### src/rtl/cart_bus_pkg.sv
// Shared constants for the cartridge bus responder: address ranges, MBC1
// register regions (selected by a[14:13]) and the 4-phase bus encoding.
package cart_bus_pkg;

  localparam logic [15:0] CROM_BASE  = 16'h0000;
  localparam logic [15:0] CROM_LIMIT = 16'h7FFF;
  localparam logic [15:0] VRAM_BASE  = 16'h8000;
  localparam logic [15:0] VRAM_LIMIT = 16'h9FFF;
  localparam logic [15:0] CRAM_BASE  = 16'hA000;
  localparam logic [15:0] CRAM_LIMIT = 16'hBFFF;
  localparam logic [15:0] WRAM_BASE  = 16'hC000;
  localparam logic [15:0] WRAM_LIMIT = 16'hDFFF;

  localparam logic [1:0] MBC_RAM_EN  = 2'd0;
  localparam logic [1:0] MBC_BANK_LO = 2'd1;
  localparam logic [1:0] MBC_BANK_HI = 2'd2;
  localparam logic [1:0] MBC_MODE    = 2'd3;

  typedef enum logic [1:0] {
    PH_ADDR = 2'd0,
    PH_PPU0 = 2'd1,
    PH_CPU  = 2'd2,
    PH_PPU1 = 2'd3
  } phase_t;

  function automatic logic in_range(input logic [15:0] x, input logic [15:0] lo,
                                    input logic [15:0] hi);
    return (x >= lo) && (x <= hi);
  endfunction

endpackage

### src/rtl/mbc1_regs.sv
// MBC1 bank registers and the ROM / cartridge-RAM address mapping.
// Only instantiated when CART_MBC1_EN is defined.
module mbc1_regs
  import cart_bus_pkg::*;
#(
  parameter int ROM_AW  = 21,
  parameter int CRAM_AW = 15
) (
  input  logic               clk,
  input  logic               rst,
  input  logic               we,
  input  logic [14:0]        a,
  input  logic [4:0]         d,
  output logic               ram_en,
  output logic [ROM_AW-1:0]  rom_a,
  output logic [CRAM_AW-1:0] cram_a
);

  logic [4:0]  bank_lo;
  logic [1:0]  bank_hi;
  logic        mode;
  logic [1:0]  hi_sel;
  logic [20:0] rom_full;
  logic [14:0] cram_full;

  always_ff @(posedge clk or posedge rst) begin
    if (rst) begin
      ram_en  <= 1'b0;
      bank_lo <= 5'd1;
      bank_hi <= 2'd0;
      mode    <= 1'b0;
    end else if (we) begin
      case (a[14:13])
        MBC_RAM_EN:  ram_en  <= (d[3:0] == 4'hA);
        MBC_BANK_LO: bank_lo <= (d == 5'd0) ? 5'd1 : d;
        MBC_BANK_HI: bank_hi <= d[1:0];
        MBC_MODE:    mode    <= d[0];
        default: ;
      endcase
    end
  end

  // bank_hi only reaches the fixed 0000-3FFF window and cart RAM in mode 1
  assign hi_sel    = mode ? bank_hi : 2'b00;
  assign rom_full  = a[14] ? {bank_hi, bank_lo, a[13:0]} : {hi_sel, 5'b0, a[13:0]};
  assign cram_full = {hi_sel, a[12:0]};

  if (ROM_AW > 21) begin : g_rom_pad
    assign rom_a = {{(ROM_AW-21){1'b0}}, rom_full};
  end else begin : g_rom_trunc
    assign rom_a = rom_full[ROM_AW-1:0];
  end

  if (CRAM_AW > 15) begin : g_cram_pad
    assign cram_a = {{(CRAM_AW-15){1'b0}}, cram_full};
  end else begin : g_cram_trunc
    assign cram_a = cram_full[CRAM_AW-1:0];
  end

endmodule

### src/rtl/cart_bus_responder.sv
// Board-side responder for the multiplexed chip bus: phase tracking, address
// decode and memory strobes. Define CART_MBC1_EN for MBC1 banking.
//
// phase   | meaning
// PH_ADDR | cale high, address latched, bus idle
// PH_PPU0 | PPU read from live address
// PH_CPU  | CPU read/write decoded from latched address
// PH_PPU1 | PPU read from live address
module cart_bus_responder
  import cart_bus_pkg::*;
#(
  parameter int ROM_AW  = 21,
  parameter int CRAM_AW = 15
) (
  input  logic               clk,
  input  logic               rst,
  input  logic [15:0]        a,
  input  logic [7:0]         dout,
  input  logic               doe,
  input  logic               wr,
  input  logic               cale,
  input  logic               cs,
  output logic [7:0]         din,
  output logic [13:0]        vram_a,
  input  logic [7:0]         vram_q,
  output logic [7:0]         vram_wd,
  output logic               vram_we,
  output logic [ROM_AW-1:0]  rom_a,
  input  logic [7:0]         rom_q,
  output logic [CRAM_AW-1:0] cram_a,
  input  logic [7:0]         cram_q,
  output logic [7:0]         cram_wd,
  output logic               cram_we,
  output logic               locked,
  output logic               sync_err
);

  phase_t      phase, phase_nxt;
  logic        locked_nxt;
  logic [15:0] addr_lat, addr_lat_nxt;
  logic [1:0]  phase_inc;
  logic        viol;
  logic        wr_ok, ram_en, mbc_we;
  logic        lat_crom, lat_cram, lat_vram, lat_wram, live_vram;
  logic        unused_doe;

  always_ff @(posedge clk or posedge rst) begin
    if (rst) begin
      phase    <= PH_ADDR;
      locked   <= 1'b0;
      addr_lat <= 16'h0000;
    end else begin
      phase    <= phase_nxt;
      locked   <= locked_nxt;
      addr_lat <= addr_lat_nxt;
    end
  end

  // Any cale while unlocked acquires lock; a violation while locked drops it
  always_comb begin
    phase_inc    = phase + 2'd1;
    phase_nxt    = phase_t'(phase_inc);
    locked_nxt   = locked;
    addr_lat_nxt = addr_lat;
    viol         = locked && (cale ? (phase != PH_ADDR) : (phase == PH_ADDR));
    if (cale) begin
      addr_lat_nxt = a;
      phase_nxt    = PH_PPU0;
      locked_nxt   = 1'b1;
    end
    if (viol) locked_nxt = 1'b0;
  end

  assign sync_err  = viol;
  assign wr_ok     = locked && (phase == PH_CPU) && wr && !viol;
  assign lat_crom  = (addr_lat <= CROM_LIMIT);
  assign lat_cram  = in_range(addr_lat, CRAM_BASE, CRAM_LIMIT);
  assign lat_vram  = in_range(addr_lat, VRAM_BASE, VRAM_LIMIT);
  assign lat_wram  = in_range(addr_lat, WRAM_BASE, WRAM_LIMIT);
  assign live_vram = in_range(a, VRAM_BASE, VRAM_LIMIT);

  always_comb begin
    din     = 8'hFF;
    vram_a  = {addr_lat[14], addr_lat[12:0]};
    vram_we = 1'b0;
    cram_we = 1'b0;
    mbc_we  = 1'b0;
    if (locked) begin
      case (phase)
        PH_PPU0, PH_PPU1: begin
          vram_a = {a[14], a[12:0]};
          if (live_vram) din = vram_q;
        end
        PH_CPU: begin
          if (cs) begin
            if (lat_crom) begin
              din    = rom_q;
              mbc_we = wr_ok;
            end else if (lat_cram && ram_en) begin
              din     = cram_q;
              cram_we = wr_ok;
            end
          end else if (lat_vram || lat_wram) begin
            din     = vram_q;
            vram_we = wr_ok;
          end
        end
        default: ;
      endcase
    end
  end

  assign vram_wd    = dout;
  assign cram_wd    = dout;
  assign unused_doe = doe;

`ifdef CART_MBC1_EN
  mbc1_regs #(
    .ROM_AW (ROM_AW),
    .CRAM_AW(CRAM_AW)
  ) u_mbc1_regs (
    .clk   (clk),
    .rst   (rst),
    .we    (mbc_we),
    .a     (addr_lat[14:0]),
    .d     (dout[4:0]),
    .ram_en(ram_en),
    .rom_a (rom_a),
    .cram_a(cram_a)
  );
`else
  logic unused_mbc_we;
  assign unused_mbc_we = mbc_we;
  assign ram_en        = 1'b1;

  if (ROM_AW > 15) begin : g_rom_pad
    assign rom_a = {{(ROM_AW-15){1'b0}}, addr_lat[14:0]};
  end else begin : g_rom_trunc
    assign rom_a = addr_lat[ROM_AW-1:0];
  end

  if (CRAM_AW > 13) begin : g_cram_pad
    assign cram_a = {{(CRAM_AW-13){1'b0}}, addr_lat[12:0]};
  end else begin : g_cram_trunc
    assign cram_a = addr_lat[CRAM_AW-1:0];
  end
`endif

endmodule

### config.mk
export PLATFORM = sky130hd
export DESIGN_NAME = cart_bus_responder
export DESIGN_NICKNAME = d
export VERILOG_FILES = /design/src/rtl/cart_bus_pkg.sv /design/src/rtl/mbc1_regs.sv /design/src/rtl/cart_bus_responder.sv
export SDC_FILE = /design/constraint.sdc
export NUM_CORES = 1
export LEC_CHECK = 0
export ABC_AREA = 1
export ABC_CLOCK_PERIOD_IN_PS = 4059
export CAP_MARGIN = 20
export CELL_PAD_IN_SITES_DETAIL_PLACEMENT = 0
export CELL_PAD_IN_SITES_GLOBAL_PLACEMENT = 2
export CORE_MARGIN = 8
export CORE_UTILIZATION = 18
export DETAILED_ROUTE_END_ITERATION = 10
export PLACE_DENSITY = 0.84
export SYNTH_ARGS = -nofsm -noshare
export SYNTH_HDL_FRONTEND = slang
export SYNTH_HIERARCHICAL = 1
export SYNTH_SLANG_ARGS = --single-unit
### constraint.sdc
create_clock -name clk -period 4.06 [get_ports clk]
set_input_delay 1.218 -clock clk [delete_from_list [all_inputs] [get_ports clk]]
set_output_delay 1.218 -clock clk [all_outputs]
set_load 0.02 [all_outputs]
Yosys cells after proc, flatten, opt, wreduce, memory -nomap -nowiden
Index checks and enable logic that the tools add are counted.
{ "totals": {"output_inout_bits": 78, "register_bits": 19, "in_bits": 54, "word_cells": 52} }
{ "op_classes": {"n_lt_le_gt_ge": 9, "n_addsub": 1, "muxes": 22, "n_eq_ne": 3, "n_reduce_logical": 14} }
{ "op_table": {"columns": ["cell", "n"], "rows": [
  [">= comparator 16 bit, second input constant", 4],
  ["<= comparator 16 bit, second input constant", 4],
  ["2-to-1 mux 8 bit", 6],
  ["2-to-1 mux 14 bit", 2],
  ["<= comparator 16 x 15 -> 1 bit, second input constant", 1],
  ["case mux 8 bit (2 select lines)", 1],
  ["2-to-1 mux 1 bit", 12],
  ["logical AND 1 bit", 8],
  ["equality test 2 bit, second input constant", 2],
  ["nonzero test 2 bit", 2],
  ["adder 2 x 1 -> 2 bit, second input constant", 1],
  ["equality test 2 x 1 -> 1 bit, second input constant", 1],
  ["zero test 2 bit", 1],
  ["2-to-1 mux 2 bit", 1],
  ["OR reduction 2 bit", 1],
  ["zero test 1 bit", 1],
  ["logical OR 1 bit", 1]
]} }

Logic depth before layout (Yosys ltp)
{ "depth": {"word_depth": 10, "depth_mapped": 8} }

Worst setup path before layout
OpenSTA, ideal clock, no wires.
{ "synth_timing": {"kind": "input -> output", "from": "input port cs", "to": "output port vram_we", "arrival_time_ps": 1917, "path_slack_ps": 925, "path_stages": 4, "cell_sequence": "inv_1 buf_2 nand3_1 nor2_1"} }
{ "synth_via": {"elab_chain_cells": 3} }
{ "synth_lines": {"columns": ["element", "line", "rtl"], "rows": [
  ["from (decl)", "cart_bus_responder.sv:22", "input logic cs,"],
  ["2-to-1 mux 1 bit", "cart_bus_responder.sv:95", "if (cs) begin"],
  ["2-to-1 mux 1 bit", "cart_bus_responder.sv:89", "case (phase)"],
  ["2-to-1 mux 1 bit", "cart_bus_responder.sv:88", "if (locked) begin"],
  ["to (decl)", "cart_bus_responder.sv:27", "output logic vram_we,"]
]} }
No other way between the ends.

Final worst setup path
{ "layout_timing": {"from": "input port a[14]", "to": "output port din[7]"} }
{ "layout_via": {"elab_chain_cells": 5} }
{ "layout_lines": {"columns": ["element", "line", "rtl"], "rows": [
  ["from (decl)", "cart_bus_responder.sv:17", "input logic [15:0] a,"],
  [">= comparator 16 bit / <= comparator 16 bit (equally long branches)", "cart_bus_pkg.sv:28", "return (x >= lo) && (x <= hi);"],
  ["logical AND 1 bit (*)", "cart_bus_pkg.sv:28", null],
  ["2-to-1 mux 8 bit (*)", "cart_bus_responder.sv:92", "if (live_vram) din = vram_q;"],
  ["case mux 8 bit (2 select lines) (*)", "cart_bus_responder.sv:89", null],
  ["2-to-1 mux 8 bit (*)", "cart_bus_responder.sv:88", null],
  ["to (decl)", "cart_bus_responder.sv:23", "output logic [7:0] din,"]
]} }
Mark *: on every way between the ends. The rest lies on a longest branch, timed or not.

==> metrics.txt <==
status finished, final reports clean; vias in the first global route between 1500 and 2000; clock tree buffer depth 2; areal power density over the cells slightly above 300 nW/um^2; area of the mapped netlist roughly 1900 sq um; Placeable Area about 10000 sq um; layout cell share with drive strength beyond 1 between 6 and 7%; number of synthesized flops with an enable pin 0; boundary pin count ~130; Worst R2R Path Depth 2; share of the clock period used by the worst path a little over nine tenths; Worst EP arrival ~2.8 ns; total number of H-tree levels 1; clk sink count 19; most used flip-flop cell after synthesis dfrtp_1; Initial Util a little under a fifth; aggregate global-route resource usage under 10%; aggregate routed wire length a little over 6000 microns; Synth top area share around a quarter; layout-stage area growth over the synthesis result 43.6%; Max Clock Skew between 0.00015 and 0.0002 ns; number of search-and-repair iterations in the first detailed-routing pass 5; number of clock buffers inserted by TritonCTS 3; Antenna Violating Nets Remaining 0; Worst-Skew Late Latency roughly 0.26 ns; floorplan die area around 14000 sq um; Worst setup EP type primary output; CP Capture Point din[7]; root buffer cell clkbuf_8; count of nets after finishing between 300 and 400; fillers 1138; launch point of the worst hold path phase[0]; sequential-to-total area share from yosys stat roughly a quarter; Fmax achieved 251 MHz; Worst Setup SP a[14]; Slew Limit Headroom a little under half; antenna diode count 0; detailed-route DRC error count 0; register area 475 sq um; die extent in x 119 microns; total via count in the routed design around 1800; maximum number of pins on one net before global-route repair 29; DR iter-0 viols just under 80; routed len/inst 13.2 microns; crit start category primary input; actual transition at the worst max-transition pin between 0.7 and 0.8 ns; first-pass GRT wire length 9550 microns; Worst R2R Setup Slack 2.76 ns; area of combinational cells with multiple inputs 815 sq um; TritonCTS clock tree done; WS Path Type in2out; post-layout utilization of the core a little over a quarter; post-synth cell types 24; register bit count reported by yosys 19; number of pins with negative max-slew slack in the final report 0; mean post-synth cell area around 6.9 sq um; max-capacitance violation count 0; routability congestion estimate a little over 0.7; number of input and output port buffers inserted between 90 and 100; yosys synthesis warning count 6; type of the worst min-delay path reg2reg; setup-violating endpoint count in the final report 0; top cells by area, synth dfrtp_1, buf_4, nand2_1, inv_1, nand3_1; leak pwr 1.26 nW; total grt overflow 0; Critical R2R Launch addr_lat[13]; detailed-route vias per instance 3.89; Tmin final roughly 4 ns; worst IR drop on VDD around 140 uV; height of the chip 119 microns; unrepaired setup endpoints after global routing no; required time of the critical path around 2.8 ns; number of cell rows 37; number of antenna violations at the first check in global routing 0; RR Endpoint addr_lat[13]; DP Wirelength between 4000 and 5000 microns; CP Max Fanout 8; total negative slack 0 ns; cell taking the most area after synthesis dfrtp_1; FFs w/ async S/R, synth 100%; Synth Instances roughly 280; clock edge transition at the registers on the reported setup and hold paths approximately 0.080 ns; hold violation total from the final report 0
## layout make-up
type	count	area share [%]
clock buffers	3	1.52
inverters	40	5.52
repair buffers	105	39.0
multi-input cells	160	30.0
flip-flops and latches	19	17.5
well taps	136	6.26
clock inverters	1	0.184
## flip-flops by register name, indices dropped and copies added (netlist names)
signal    cells
locked        1
addr_lat     16
phase         2
## Yosys cell counts, types with 4 or more instances
master	count
buf_4	53
nand2_1	45
inv_1	38
nand3_1	25
dfrtp_1	19
o21ai_0	19
nor2_1	18
a21oi_1	14
nand4_1	10
nand3b_1	7
o21ai_2	6
buf_2	4
clkbuf_1	4
ha_1	4
## worst min-delay path by stage
stage | to | slack (ns) | cells after the start
floorplan | phase[0] | 0.46 | 1
global placement | phase[0] | 0.49 | 1
detailed placement | phase[0] | 0.49 | 1
CTS | phase[0] | 0.50 | 1
global route | phase[0] | 0.52 | 1
finish | phase[0] | 0.50 | 1
## stage by stage
stage	worst slack, ns	power, mW	hold slack [ns]	cell area (sq um)	std cells
after floorplan	0.925	0.557	0.464	1920	283
after global placement	0.0146	0.714	0.486	2640	460
after detailed placement	0.0197	0.716	0.488	2640	460
after CTS	0.0142	0.861	0.501	2690	464
after global routing	0.00144	0.897	0.520	2720	464
final	0.0701	0.839	0.498	2720	464
## logic make-up (layout without fill, tap and decap cells)
family / count (synthesis) / count (layout) / synth area share [%]
and+or+nand+nor: 108 / 108 / 26.9
buffers and inverters: 104 / 149 / 33.2
AOI/OAI and AO/OA: 40 / 40 / 11.9
DFF: 19 / 19 / 25.1
adders and majority gates: 4 / 4 / 2.64
other: 1 / 8 / 0.198
## critical path, stage by stage
cell,delay [ns]
clkdlybuf4s50_1,0.45
nor2_1,0.12
buf_4,0.16
nand3_1,0.08
a21oi_1,0.14
nand2_1,0.06
clkdlybuf4s50_1,0.54
## cell usage in the layout, fill, tap and decap left out, drive strengths merged, types with 3 or more instances in the layout
| cell type | netlist | final |
|---|---|---|
| clkdlybuf4s50 | 0 | 87 |
| nand2 | 46 | 46 |
| inv | 39 | 39 |
| nand3 | 25 | 25 |
| o21ai | 25 | 25 |
| dfrtp | 19 | 19 |
| nor2 | 19 | 19 |
| a21oi | 14 | 14 |
| dlymetal6s2s | 0 | 11 |
| nand4 | 10 | 10 |
| conb | 1 | 8 |
| nand3b | 7 | 7 |
| buf | 60 | 7 |
| ha | 4 | 4 |
| clkbuf | 4 | 3 |
## report_power, final
part | switching (mW) | leakage (nW) | internal (mW)
registers | 0.0265 | 0.230 | 0.208
logic | 0.254 | 1.01 | 0.212
clock network | 0.0708 | 0.0255 | 0.0683
## metal layers
layer | part of all wire [%] | vias to the layer above | global-route usage (%)
met3 | 6.4 | 4 | 2.14
met4 | 0.74 | 0 | 1.74
li1 | - | 917 | -
met2 | 52 | 71 | 15.7
met1 | 41 | 812 | 8.97
met5 | 0 | - | 0
## what timing repair did
| action | 4_1_cts | 5_1_grt |
|---|---|---|
| gates resized for setup | 0 | 11 |
| hold buffers | 0 | 0 |
| buffers inserted | 0 | 0 |
| setup endpoints to repair | 0 | 11 |
Note: power is estimated with default switching activity, not from simulation.
